--- src/rtl/aplic_msi_sched.sv ---
// MSI delivery sequencer for one APLIC interrupt domain (domaincfg.DM=1).
// Optional build macro APLIC_MSI_GUEST_EN: target gi selects the guest interrupt file.
module aplic_msi_sched #(
    parameter int NR_SRC = 32,
    parameter int SRC_W  = $clog2(NR_SRC)
) (
    input  logic                   i_clk,
    input  logic                   ni_rst,
    input  logic                   i_domaincfg_ie,
    input  logic                   i_domaincfg_dm,
    input  logic [NR_SRC-1:0]      i_pending,
    input  logic [NR_SRC-1:0]      i_enabled,
    input  logic [NR_SRC*32-1:0]   i_target,
    input  logic [43:0]            i_msi_base_ppn,
    input  logic                   i_genmsi_valid,
    input  logic [13:0]            i_genmsi_hi,
    input  logic [10:0]            i_genmsi_eiid,
    output logic                   o_genmsi_busy,
    output logic                   o_msi_valid,
    input  logic                   i_msi_ready,
    output logic [63:0]            o_msi_addr,
    output logic [31:0]            o_msi_data,
    output logic                   o_clrip_valid,
    output logic [SRC_W-1:0]       o_clrip_idx
);

    // state | meaning
    // IDLE  | arbitrate held genmsi against eligible sources
    // SEND  | MSI write presented, held until i_msi_ready
    // GAP   | clrip pulse for a source grant, then back to IDLE
    typedef enum logic [1:0] {
        ST_IDLE = 2'd0,
        ST_SEND = 2'd1,
        ST_GAP  = 2'd2
    } state_t;

    state_t            r_state;
    state_t            w_state_nxt;
    logic [SRC_W-1:0]  r_rr_ptr;
    logic              r_last_was_gen;
    logic              r_gen_busy;
    logic [13:0]       r_gen_hi;
    logic [10:0]       r_gen_eiid;
    logic              r_grant_gen;
    logic [SRC_W-1:0]  r_grant_idx;
    logic              r_msi_valid;
    logic [63:0]       r_msi_addr;
    logic [31:0]       r_msi_data;
    logic              r_clrip_valid;
    logic [SRC_W-1:0]  r_clrip_idx;

    logic [NR_SRC-1:0] w_elig;
    logic              w_any_elig;
    logic [SRC_W-1:0]  w_rr_idx;
    logic [SRC_W-1:0]  w_cand;
    logic              w_found;
    int                w_c;
    logic [31:0]       w_sel_tgt;
    logic              w_pick_gen;
    logic              w_load;
    logic              w_hs;
    logic [13:0]       w_ld_hi;
    logic [10:0]       w_ld_eiid;
    logic [43:0]       w_ppn_eff;
    logic              w_unused;

    always_comb begin
        w_elig = '0;
        for (int k = 1; k < NR_SRC; k++) begin
            w_elig[k] = i_pending[k] & i_enabled[k] & i_domaincfg_ie & i_domaincfg_dm
                        & (i_target[32*k +: 11] != 11'd0);
        end
    end

    assign w_any_elig = |w_elig;

    // Round-robin: first eligible index above rr_ptr, wrapping past 0; rr_ptr itself is tried last.
    always_comb begin
        w_c      = 0;
        w_cand   = '0;
        w_found  = 1'b0;
        w_rr_idx = '0;
        for (int off = 1; off <= NR_SRC; off++) begin
            w_c = int'(r_rr_ptr) + off;
            if (w_c >= NR_SRC) begin
                w_c = w_c - NR_SRC;
            end
            w_cand = SRC_W'(w_c);
            if (!w_found && (w_c != 0) && w_elig[w_cand]) begin
                w_rr_idx = w_cand;
                w_found  = 1'b1;
            end
        end
    end

    always_comb begin
        w_sel_tgt = '0;
        for (int k = 0; k < NR_SRC; k++) begin
            if (w_rr_idx == SRC_W'(k)) begin
                w_sel_tgt = i_target[32*k +: 32];
            end
        end
    end

    // genmsi wins unless it won last time and a source is waiting.
    assign w_pick_gen = r_gen_busy && !(r_last_was_gen && w_any_elig);
    assign w_ld_hi    = w_pick_gen ? r_gen_hi   : w_sel_tgt[31:18];
    assign w_ld_eiid  = w_pick_gen ? r_gen_eiid : w_sel_tgt[10:0];

`ifdef APLIC_MSI_GUEST_EN
    logic [5:0] w_ld_gi;
    assign w_ld_gi   = w_pick_gen ? 6'd0 : w_sel_tgt[17:12];
    assign w_ppn_eff = i_msi_base_ppn | ({30'b0, w_ld_hi} << 6) | {38'b0, w_ld_gi};
`else
    assign w_ppn_eff = i_msi_base_ppn | {30'b0, w_ld_hi};
`endif

    always_comb begin
        w_state_nxt = r_state;
        w_load      = 1'b0;
        w_hs        = 1'b0;
        case (r_state)
            ST_IDLE: begin
                if (r_gen_busy || w_any_elig) begin
                    w_load      = 1'b1;
                    w_state_nxt = ST_SEND;
                end
            end
            ST_SEND: begin
                if (i_msi_ready) begin
                    w_hs        = 1'b1;
                    w_state_nxt = ST_GAP;
                end
            end
            ST_GAP:  w_state_nxt = ST_IDLE;
            default: w_state_nxt = ST_IDLE;
        endcase
    end

    always_ff @(posedge i_clk) begin
        if (!ni_rst) begin
            r_state        <= ST_IDLE;
            r_rr_ptr       <= '0;
            r_last_was_gen <= 1'b0;
            r_gen_busy     <= 1'b0;
            r_gen_hi       <= '0;
            r_gen_eiid     <= '0;
            r_grant_gen    <= 1'b0;
            r_grant_idx    <= '0;
            r_msi_valid    <= 1'b0;
            r_msi_addr     <= '0;
            r_msi_data     <= '0;
            r_clrip_valid  <= 1'b0;
            r_clrip_idx    <= '0;
        end else begin
            r_state       <= w_state_nxt;
            r_clrip_valid <= 1'b0;
            r_clrip_idx   <= '0;
            if (i_genmsi_valid && !r_gen_busy && i_domaincfg_dm) begin
                r_gen_busy <= 1'b1;
                r_gen_hi   <= i_genmsi_hi;
                r_gen_eiid <= i_genmsi_eiid;
            end
            if (w_load) begin
                r_msi_valid <= 1'b1;
                r_msi_addr  <= {8'b0, w_ppn_eff, 12'h000};
                r_msi_data  <= {21'b0, w_ld_eiid};
                r_grant_gen <= w_pick_gen;
                r_grant_idx <= w_rr_idx;
            end
            if (w_hs) begin
                r_msi_valid <= 1'b0;
                if (r_grant_gen) begin
                    r_last_was_gen <= 1'b1;
                    r_gen_busy     <= 1'b0;
                end else begin
                    r_last_was_gen <= 1'b0;
                    r_rr_ptr       <= r_grant_idx;
                    r_clrip_valid  <= 1'b1;
                    r_clrip_idx    <= r_grant_idx;
                end
            end
        end
    end

    assign o_genmsi_busy = r_gen_busy;
    assign o_msi_valid   = r_msi_valid;
    assign o_msi_addr    = r_msi_addr;
    assign o_msi_data    = r_msi_data;
    assign o_clrip_valid = r_clrip_valid;
    assign o_clrip_idx   = r_clrip_idx;

    // Slot 0 and the reserved/unused target fields do not feed any logic.
    assign w_unused = ^{i_target, i_pending[0], i_enabled[0], w_sel_tgt};

endmodule

--- config.mk ---
export PLATFORM = sky130hd
export DESIGN_NAME = aplic_msi_sched
export DESIGN_NICKNAME = d
export VERILOG_FILES = /design/src/rtl/aplic_msi_sched.sv
export SDC_FILE = /design/constraint.sdc
export NUM_CORES = 1
export LEC_CHECK = 0
export ABC_AREA = 1
export CORE_AREA = 2 2 492 494
export DETAILED_ROUTE_END_ITERATION = 8
export DIE_AREA = 0 0 494 496
export GPL_ROUTABILITY_DRIVEN = 0
export MAX_ROUTING_LAYER = met4
export PLACE_DENSITY_LB_ADDON = 0.12
export SETUP_SLACK_MARGIN = 0.02
export SYNTH_ARGS = -nofsm -noshare
export SYNTH_HDL_FRONTEND = slang
export SYNTH_SLANG_ARGS = --single-unit
--- constraint.sdc ---
create_clock -name i_clk -period 10.5 [get_ports i_clk]
set_input_delay 1.05 -clock i_clk [delete_from_list [all_inputs] [get_ports i_clk]]
set_output_delay 1.05 -clock i_clk [all_outputs]
set_load 0.005 [all_outputs]
Word-level counts from Yosys, hierarchy flattened --
Cells that the tools add are included.
Word-level totals: flip-flop bits (word level) 102, output and inout port bits 104, word-level logic and storage cells 680
Cells by class: add/subtract/negate cells 64, order comparisons 64, eq/ne operators 34, mux-type cells 205, bitwise operators 128, reductions and logical operators 172
Operators by type and width (number):
- $mux W32 | 64
- $reduce_bool A32 Y1 | 32
- $reduce_bool A11 Y1 | 31
- $sub A6 B6 Y7 const B | 31
- $lt A5 B6 Y1 const B | 32
- $ge A6 B6 Y1 const B | 31
- $bmux W1 S5 | 32
- $mux W5 | 32
- $and A1 B1 Y1 | 124
- $add A5 B5 Y6 const B | 16
- $eq A5 B5 Y1 const B | 16
- $mux W1 | 72
- $logic_and A1 B1 Y1 | 67
- $add A5 B4 Y6 const B | 8
- $or A44 B14 Y44 | 1
- $eq A5 B4 Y1 const B | 8
- $logic_not A1 Y1 | 33
- $reduce_or A31 Y1 | 1
- $add A5 B3 Y6 const B | 4
- $eq A5 B3 Y1 const B | 4
- $mux W14 | 1
- $add A5 B2 Y6 const B | 2
- $mux W11 | 1
- $eq A5 B2 Y1 const B | 2
- 16 further kinds | 22

Depth between registers and ports, before layout --
Gate-level depths: netlist (run 1).
depth in word-level cells 167, gate-level depth with buffers 61, mapped depth without buffers 58

Worst setup path before layout (run 1) --
Ideal clock, no wire load.
kind flip-flop to flip-flop, start register r_rr_ptr[1], end register r_msi_data[6] (netlist: o_msi_data[6]), setup time 0.132 ns, arrival time 6.534 ns, data required time 10.368 ns, path slack 3.834 ns, stages on the path, launching flop included 52, path buffers 4, clock period less this slack 6.666 ns, cells stage by stage dfxtp_1 buf_2 inv_2 clkbuf_1 buf_1 ha_1 clkinv_1 buf_1 nand3_1 nand3_1 nand3_1 nand3_2 nand2_2 nor2_8 nand4_4 nor2_8 nand4_4 nor2_4 (+16 left out) nand2_4 nor2_8 inv_2 or2_0 nand2_1 nand4_1 nor3_2 nand4_1 nand2_1 nand4_1 nor2_1 nand4_1 nor2_1 nand4_1 nor2_1 nand4_1 nand2_1 a21oi_1
Between the ends: cells in the longest elaborated chain, start to end 165, elaborated cells between the ends (all ways) 446, classes of those cells 64 x add/sub; 32 x order compare; 31 x eq/ne; 192 x mux; 127 x reduce/logical
Ends and longest elaborated chain:
- from (decl) | line 39 | logic [SRC_W-1:0] r_rr_ptr;
- from (signal assigned) | line 178 | r_rr_ptr <= r_grant_idx;
- $add A5 B1 Y6 | line 84 | w_c = int'(r_rr_ptr) + off;
- $sub A6 B6 Y7 or $ge A6 B6 Y1 (tied branches) | line 86, 85
- $mux W32 | line 85 | if (w_c >= NR_SRC) begin
- $bmux W1 S5 | line 89 | if (!w_found && (w_c != 0) && w_elig[w_cand]) begin
- $mux W1 (not written as such) | line 89
- $logic_and A1 B1 Y1 | line 89
- $mux W1 | line 89
- $logic_not A1 Y1 | line 89
- (+118 left out)
- $mux W1 | line 89
- $logic_not A1 Y1 | line 89
- $logic_and A1 B1 Y1 (2 in a row) | line 89
- $mux W5 (*) | line 89
- $logic_not A5 Y1 | line 99 | if (w_rr_idx == SRC_W'(k)) begin
- $mux W32 (31 in a row) | line 99
- $mux W32 (*) | line 99
- $mux W11 (*) | line 108 | assign w_ld_eiid = w_pick_gen ? r_gen_eiid : w_sel_tgt[10:0];
- to (signal assigned) | line 167 | r_msi_data <= {21'b0, w_ld_eiid};
- to (decl) | line 48 | logic [31:0] r_msi_data;
Every way passes the cells marked *; elsewhere a longest branch is shown, timed or not. The select of a mux whose other input is x is not followed. A chain may end at the register's enable or synchronous reset.

Worst setup path after layout (run 1) --
start input port i_target[38], end register r_msi_addr[19] (netlist: o_msi_addr[19])
Between the ends: cells in the longest elaborated chain, start to end 165, elaborated cells between the ends (all ways) 296, classes of those cells 31 x eq/ne; 162 x mux; 2 x bitwise; 101 x reduce/logical
Ends and longest elaborated chain:
- from (decl) | line 13 | input logic [NR_SRC*32-1:0] i_target,
- $reduce_bool A11 Y1 (*) | line 71 | & (i_target[32*k +: 11] != 11'd0);
- $and A1 B1 Y1 (*) | line 71
- $bmux W1 S5 | line 89
- $mux W1 (not written as such) | line 89
- $logic_and A1 B1 Y1 | line 89
- $mux W1 | line 89
- $logic_not A1 Y1 | line 89
- $logic_and A1 B1 Y1 (2 in a row) | line 89
- (+116 left out)
- $mux W1 | line 89
- $logic_not A1 Y1 | line 89
- $logic_and A1 B1 Y1 (2 in a row) | line 89
- $mux W5 | line 89
- $logic_not A5 Y1 | line 99
- $mux W32 (32 in a row) | line 99
- $mux W14 | line 107 | assign w_ld_hi = w_pick_gen ? r_gen_hi : w_sel_tgt[31:18];
- $or A44 B14 Y44 | line 115 | assign w_ppn_eff = i_msi_base_ppn | {30'b0, w_ld_hi};
- to (signal assigned) | line 166 | r_msi_addr <= {8'b0, w_ppn_eff, 12'h000};
- to (decl) | line 47 | logic [63:0] r_msi_addr;
Marked as above.

==> run summary, run 1 <==
* 0 — drc violations
* 3.54 — via count normalized by instance count
* 0.08 ns — clock-pin slew on the worst setup and hold paths
* 28200 — Layout fillers
* 18.0% — global routing usage summed across all routing layers
* 28900 — via count
* sky130_fd_sc_hd__nand2_1 — most common cell after layout, fill and taps aside
* 9.83 ns — final critical-path required period
* 3480 — Cells after Synth
* input port — Critical Path Start Type
* yes — clock tree from TritonCTS
* 7.43% — initial core utilization
* 27.3 µm — routed len/inst
* 0 — GRT Residual Overflow
* 0 — Final Hold Viols
* 0 — count of flip-flops with a built-in enable after synthesis
* 0 — hold buffer count at CTS
* 6070 — final-stage net count
* 0.42 ns — clock latency of the later-clocked register in the worst-skew pair
* false — setup repair after global routing missed its margin
* 0 — final setup vio count
* 223 mm — overall routed net length
* 494 µm — horizontal die dimension
* 285 mm — global-route wire length before repair
* sky130_fd_sc_hd__clkbuf_16 — Clk Tree Root Cell
* sky130_fd_sc_hd__nor2_1 — most frequent CP cell
* finished clean — run status
* sky130_fd_sc_hd__nand2_1, sky130_fd_sc_hd__clkdlybuf4s50_1, sky130_fd_sc_hd__nor2_1 — most frequent cells in the layout
* 0 ns — total negative setup slack
* register — endpoint type of the worst setup path
* 11.5% — share of the yosys chip area belonging to registers
* 17800 µm² — post-synth design cell area
* 1.21 ns — worst-margin pin slew
* 29900 — via count of the first global-routing pass
* 19.1% — remaining max-slew budget at the tightest pin
* simple AND/OR/NAND/NOR gates — cell class contributing the biggest share of worst-path delay
* 0 — setup bufs post-CTS
* 180 — row count
* 0 — Detail Route Antenna Nets
* 496 µm — Die Span Y
* 102 — total of flip-flops plus latches after synthesis
* 7 — first-pass iteration count of the detailed router
* 59 — distinct cell type count after synthesis
* 10.12 ns — Data arrival, critical path
* 0.0157 ns — clk_skew
* 5.12 µm² — mean post-synth cell area
* 102 — CTS sink cnt
* 3 — maximum level of the CTS H-tree
* 11 — Buffers & Inverters on Critical Path
* 0% — share of synthesized flip-flops with an asynchronous set or reset
* register to register — HP Class
* 0 — Final Slew Violations
* 202 mm — placed wire-length estimate
* 9 — number of buffers added by the clock tree synthesis step
* 93.7% — Final Cycle Share
* 999 — number of buffers inserted by port buffering
* 108 — number of antenna violations at the first check in global routing
* 240000 µm² — standard cell core area
* 15.0% — layout cells sized above 1
* 55 — largest net degree at the start of global routing
* 15.1% — utilization after layout
* sky130_fd_sc_hd__dfxtp_1 — top flip-flop cell by instance count after synthesis
* 102 MHz — maximum clock frequency
* 8 — Max Fanout on Critical Path
* 0.43 ns — largest incremental delay on the critical path
* input port to register — Setup Crit Path Kind
* 2 — maximum root-to-sink buffer count
* sky130_fd_sc_hd__clkdlybuf4s50_1 — Slowest-stage cell, CP
* 104% — layout-stage area growth over the synthesis result
* 245000 µm² — full die area
* 10.79 ns — Req. time, crit path
* 1.23 ns — Register-to-Register Setup Slack
* 1714 — initial detailed-routing violation count
* 1267 — boundary pin count
* 0 — Synthesis Warnings
* 0 — max-capacitance violation count
==> area by class of cell <==
| class | instances | area, µm² | share of cell area [%] |
|---|---|---|---|
| sequential | 102 | 2040 | 5.64 |
| multi-input combinational | 2848 | 13600 | 37.5 |
| timing repair buffer | 1542 | 14700 | 40.4 |
| antenna | 75 | 188 | 0.518 |
| tap | 3185 | 3990 | 11.0 |
| clock buffer | 10 | 239 | 0.659 |
| clock inverter | 6 | 60.1 | 0.166 |
| inverter | 385 | 1470 | 4.05 |
==> final timing paths <==
kind	from	end	cells past startpoint
max reg2reg	r_rr_ptr[1]$_SDFFE_PN0P_	o_msi_addr[19]$_SDFFE_PN0P_	59
max	i_target[38]	o_msi_addr[19]$_SDFFE_PN0P_	61
min reg2reg	r_gen_eiid[6]$_SDFFE_PN0P_	r_gen_eiid[6]$_SDFFE_PN0P_	2
min	r_gen_eiid[6]$_SDFFE_PN0P_	r_gen_eiid[6]$_SDFFE_PN0P_	2
==> registers in the layout, indices dropped and copies added, names as in the netlist <==
register / cells
o_msi_addr: 44
r_state: 2
o_msi_data: 11
r_rr_ptr: 5
r_grant_gen: 1
o_genmsi_busy: 1
o_clrip_valid: 1
r_gen_hi: 14
r_grant_idx: 5
o_clrip_idx: 5
o_msi_valid: 1
r_last_was_gen: 1
r_gen_eiid: 11
==> worst min-delay path, cell delays in order, from the launching register on <==
cell	delay, ns
sky130_fd_sc_hd__dfxtp_1	0.30
sky130_fd_sc_hd__inv_1	0.06
sky130_fd_sc_hd__a21oi_1	0.05
==> synth_stat cells (17+ instances only) <==
cell type	number	area [µm²]
sky130_fd_sc_hd__a21oi_1	119	596
sky130_fd_sc_hd__buf_2	38	190
sky130_fd_sc_hd__buf_4	54	405
sky130_fd_sc_hd__clkbuf_1	75	282
sky130_fd_sc_hd__dfxtp_1	102	2040
sky130_fd_sc_hd__ha_1	19	238
sky130_fd_sc_hd__inv_1	350	1310
sky130_fd_sc_hd__inv_2	23	86.3
sky130_fd_sc_hd__nand2_1	1003	3760
sky130_fd_sc_hd__nand3_1	381	1910
sky130_fd_sc_hd__nand4_1	222	1390
sky130_fd_sc_hd__nor2_1	612	2300
sky130_fd_sc_hd__nor3_1	29	145
sky130_fd_sc_hd__o21ai_0	156	781
sky130_fd_sc_hd__o21ai_1	17	85.1
sky130_fd_sc_hd__or2_1	37	231
sky130_fd_sc_hd__or2_2	52	325
==> layer usage <==
layer / GRT usage [%] / up-vias / part of all wire [%]
met5: - / - / 0
met4: 4.27 / 0 / 2.6
met3: 3.92 / 164 / 6.3
met2: 32.4 / 1059 / 51
met1: 20.0 / 13500 / 40
li1: - / 14200 / -
==> cell families after synthesis <==
group / after synthesis / synth area share [%]
other cells: 1 / 0.0211
compound gates: 348 / 10.7
fa+ha+maj: 19 / 1.33
simple gates: 2426 / 61.9
flops: 102 / 11.5
xor+xnor: 14 / 0.815
buf+inv: 570 / 13.8
==> metrics by stage <==
| stage | cells | worst slack [ns] | hold WS, ns | cell area [µm²] |
|---|---|---|---|---|
| after CTS | 8078 | 0.206 | 0.456 | 36000 |
| after floorplan | 3520 | 3.83 | 0.425 | 18000 |
| after detailed placement | 8062 | -0.393 | 0.444 | 35700 |
| final | 8153 | 0.666 | 0.453 | 36200 |
| after global placement | 8062 | -0.531 | 0.439 | 35700 |
| after global routing | 8145 | 0.0519 | 0.492 | 36200 |
==> timing repair <==
action                                  in CTS  in global routing
gates cloned                                 0                  0
gates resized for setup                      1                 21
endpoints found under the setup margin       1                 15
pin swaps                                    0                  1
Power of run 1 is not shown: default switching activity piles up to over one toggle a cycle in this logic, so the estimate is an artifact.
==> inputs of run 2 (changes only) <==
--- a/config.mk
+++ b/config.mk
@@ -5,10 +5,10 @@
 export SDC_FILE = /design/constraint.sdc
 export NUM_CORES = 1
 export LEC_CHECK = 0
-export ABC_AREA = 1
-export CORE_AREA = 2 2 492 494
+export ABC_CLOCK_PERIOD_IN_PS = 10500
+export CORE_AREA = 2 2 499 501
 export DETAILED_ROUTE_END_ITERATION = 8
-export DIE_AREA = 0 0 494 496
+export DIE_AREA = 0 0 501 503
 export GPL_ROUTABILITY_DRIVEN = 0
 export MAX_ROUTING_LAYER = met4
 export PLACE_DENSITY_LB_ADDON = 0.12
==> run summary, run 2 <==
* 18800 µm² — post-synth design cell area
* 0 — count of flip-flops with a built-in enable after synthesis
* 0.172 mV — largest vdd supply drop
* 102 — total of flip-flops plus latches after synthesis
* 503 µm — Die Span Y
* 32600 — via count of the first global-routing pass
* 0 — # resized after CTS
* 8 — first-pass iteration count of the detailed router
* 10.21 ns — Data arrival, critical path
* 15.7% — remaining max-slew budget at the tightest pin
* sky130_fd_sc_hd__dfxtp_1, sky130_fd_sc_hd__nand2_1, sky130_fd_sc_hd__nor2_1 — dominant cells by area after synthesis
* 9 — number of buffers added by the clock tree synthesis step
* 19.3% — layout cells sized above 1
* 0.0148 ns — clk_skew
* 1.26 ns — worst-margin pin slew
* 0 — final setup vio count
* 252000 µm² — full die area
* 28500 — Layout fillers
* 94.2% — Final Cycle Share
* 44 — max reg flops
* 0 — GRT Residual Overflow
* 0 — Final Slew Violations
* compound AO/OA/AOI/OAI gates — cell class contributing the biggest share of worst-path delay
* 252 mm — placed wire-length estimate
* sky130_fd_sc_hd__buf_4 — most frequent CP cell
* 5 — Buffers & Inverters on Critical Path
* 0 — hold buffer count at CTS
* 0 ns — total negative setup slack
* 9.89 ns — final critical-path required period
* sky130_fd_sc_hd__clkbuf_16 — Clk Tree Root Cell
* register — endpoint type of the worst setup path
* 10.9% — share of the yosys chip area belonging to registers
* 5462 — final-stage net count
* 7.59% — initial core utilization
* 38200 µm² — Finished Cell Area
* 22.1% — global routing usage summed across all routing layers
* 0 — Synthesis Warnings
* 2804 — Cells after Synth
* clkdlybuf4s50_1 > nor3_1 > a31oi_2 > a22oi_1 > a22oi_1 > a222oi_1 > buf_4 > mux2i_2 > a2111o_1 > nor4_4 > o221ai_1 > o211ai_1 > a211oi_1 > o31a_1 > nor3_2 > buf_4 > nand4_1 > buf_4 > o21ai_0 > or3_1 > o2111ai_1 > buf_4 > a21oi_1 > o21ai_1 — chain of cells forming the critical path
* 501 µm — horizontal die dimension
* 10.9% — fraction of post-synthesis cell area in the top cell type by area
* 102 — CTS sink cnt
* sky130_fd_sc_hd__dfxtp_1 — top flip-flop cell by instance count after synthesis
* 0.44 ns — clock latency of the later-clocked register in the worst-skew pair
* finished clean — run status
* 0 — Detail Route Antenna Nets
* sky130_fd_sc_hd__nand2_1 — most common cell in the netlist
* 2040 µm² — FF+latch area
* 15.5% — utilization after layout
* 37.2 µm — routed len/inst
* 2 — maximum root-to-sink buffer count
* sky130_fd_sc_hd__nor3_2 — Slowest-stage cell, CP
* false — setup repair after global routing missed its margin
* 101 MHz — maximum clock frequency
* 56 — largest net degree at the start of global routing
* 6.69 µm² — mean post-synth cell area
* 33100 — via count
* sky130_fd_sc_hd__dfxtp_1 — leading area contributor after synthesis
* 304 nW/µm² — pwr dens
* 37600 µm² — area of placed instances
* 0 — setup bufs post-CTS
* yes — clock tree from TritonCTS
* 247000 µm² — standard cell core area
* 8 — Max Fanout on Critical Path
* sky130_fd_sc_hd__clkdlybuf4s50_1, sky130_fd_sc_hd__buf_4, sky130_fd_sc_hd__nand2_1 — most frequent cells in the layout
* 13.3 nW — leakage power total
* sky130_fd_sc_hd__nand2_1, sky130_fd_sc_hd__nor2_1, sky130_fd_sc_hd__a21oi_1 — Commonest cells post-synth
* 3 — maximum level of the CTS H-tree
* 0.75 ns — largest incremental delay on the critical path
* 0 — drc violations
* 0.09 ns — clock-pin slew on the worst setup and hold paths
* input port — Critical Path Start Type
* 355 mm — global-route wire length before repair
* 0 — Final Hold Viols
* 0 — max-capacitance violation count
* register to register — HP Class
* sky130_fd_sc_hd__clkdlybuf4s50_1 — most common cell after layout, fill and taps aside
* 104% — layout-stage area growth over the synthesis result
* 999 — number of buffers inserted by port buffering
* 1267 — boundary pin count
* 284 mm — overall routed net length
* 183 — row count
* 4.33 — via count normalized by instance count
* 10.82 ns — Req. time, crit path
* 149 — number of antenna violations at the first check in global routing
* 0% — share of synthesized flip-flops with an asynchronous set or reset
* 3578 — initial detailed-routing violation count
* 15700 µm² — area of the multi-input gates
* input port to register — Setup Crit Path Kind
* 116 — distinct cell type count after synthesis
[run 2: changes by cell type after synthesis, sizes merged, moves of 68 or more]
cell,previous run,this run
or2,101,13
nor4,3,100
nand2,1013,381
inv,375,25
nand3,389,93
nor2,638,265
nor3,32,116
a221oi,3,71
o22ai,6,114
nand4,234,39
a21oi,119,190
a22oi,9,98
[run 2: metal layers]
layer / wire (µm) / part of all wire [%] / track usage [%]
met1: 110000 / 39 / 24.6
met2: 140000 / 49 / 38.0
met3: 20100 / 7.1 / 5.16
met5: 0 / 0 / -
met4: 13300 / 4.7 / 8.69
[run 2: report_power, final]
part / switching (W) / internal, W
sequential: 0.0000575 / 0.000452
clock: 0.000230 / 0.000219
combinational: 0.00643 / 0.00421
[run 2: stage by stage]
step | hold slack, ns | instances | total power (W) | worst slack [ns]
6_report | 0.455 | 7630 | 0.0116 | 0.609
2_1_floorplan | 0.433 | 2844 | 0.00369 | 4.11
4_1_cts | 0.461 | 7522 | 0.0117 | 0.970
3_5_place_dp | 0.447 | 7506 | 0.0112 | 0.536
5_1_grt | 0.477 | 7621 | 0.0119 | 0.733
3_3_place_gp | 0.444 | 7506 | 0.0112 | 0.493
[run 2: worst min-delay path: stages (launching register included)]
cell and delay, ns:
sky130_fd_sc_hd__dfxtp_1 0.32, sky130_fd_sc_hd__nand2_1 0.05, sky130_fd_sc_hd__a21oi_1 0.05
[run 2: final timing paths]
check                               from                           to  slack (ns)  cells after the start
max                        i_target[518]  o_msi_addr[19]$_SDFFE_PN0P_        0.61                     24
min          o_msi_addr[52]$_SDFFE_PN0P_  o_msi_addr[52]$_SDFFE_PN0P_        0.45                      2
max reg2reg     r_rr_ptr[1]$_SDFFE_PN0P_  o_msi_addr[19]$_SDFFE_PN0P_        1.33                     23
min reg2reg  o_msi_addr[52]$_SDFFE_PN0P_  o_msi_addr[52]$_SDFFE_PN0P_        0.45                      2
[run 2: cells by family (layout without fill, tap and decap cells)]
group,after synthesis,in the layout,synth area share [%]
xor gates and xnor gates,38,38,1.81
adders and majority gates,19,19,1.27
DFF,102,102,10.9
other,1,149,0.0200
AOI/OAI and AO/OA,1177,1177,45.6
and+or+nand+nor,1120,1120,28.8
buffers and inverters,283,1724,7.24
muxes,64,64,4.40
[run 2: layout make-up]
type                    instances  area share [%]
flip-flops and latches        102            5.35
multi-input cells            2459            41.1
well taps                    3237            10.6
clock buffers                  10           0.626
clock inverters                 6           0.239
inverters                      26           0.259
diodes                        108           0.708
repair buffers               1682            41.1
Note: power is estimated with default switching activity, not from simulation.
==> inputs of run 3 (changes only) <==
--- a/config.mk
+++ b/config.mk
@@ -7,6 +7,7 @@
 export LEC_CHECK = 0
 export ABC_CLOCK_PERIOD_IN_PS = 10500
 export CORE_AREA = 2 2 499 501
+export CTS_CLUSTER_DIAMETER = 80
 export DETAILED_ROUTE_END_ITERATION = 8
 export DIE_AREA = 0 0 501 503
 export GPL_ROUTABILITY_DRIVEN = 0
==> results of run 3 <==
No change in the layout: final DEF, timing and power equal those of run 2.
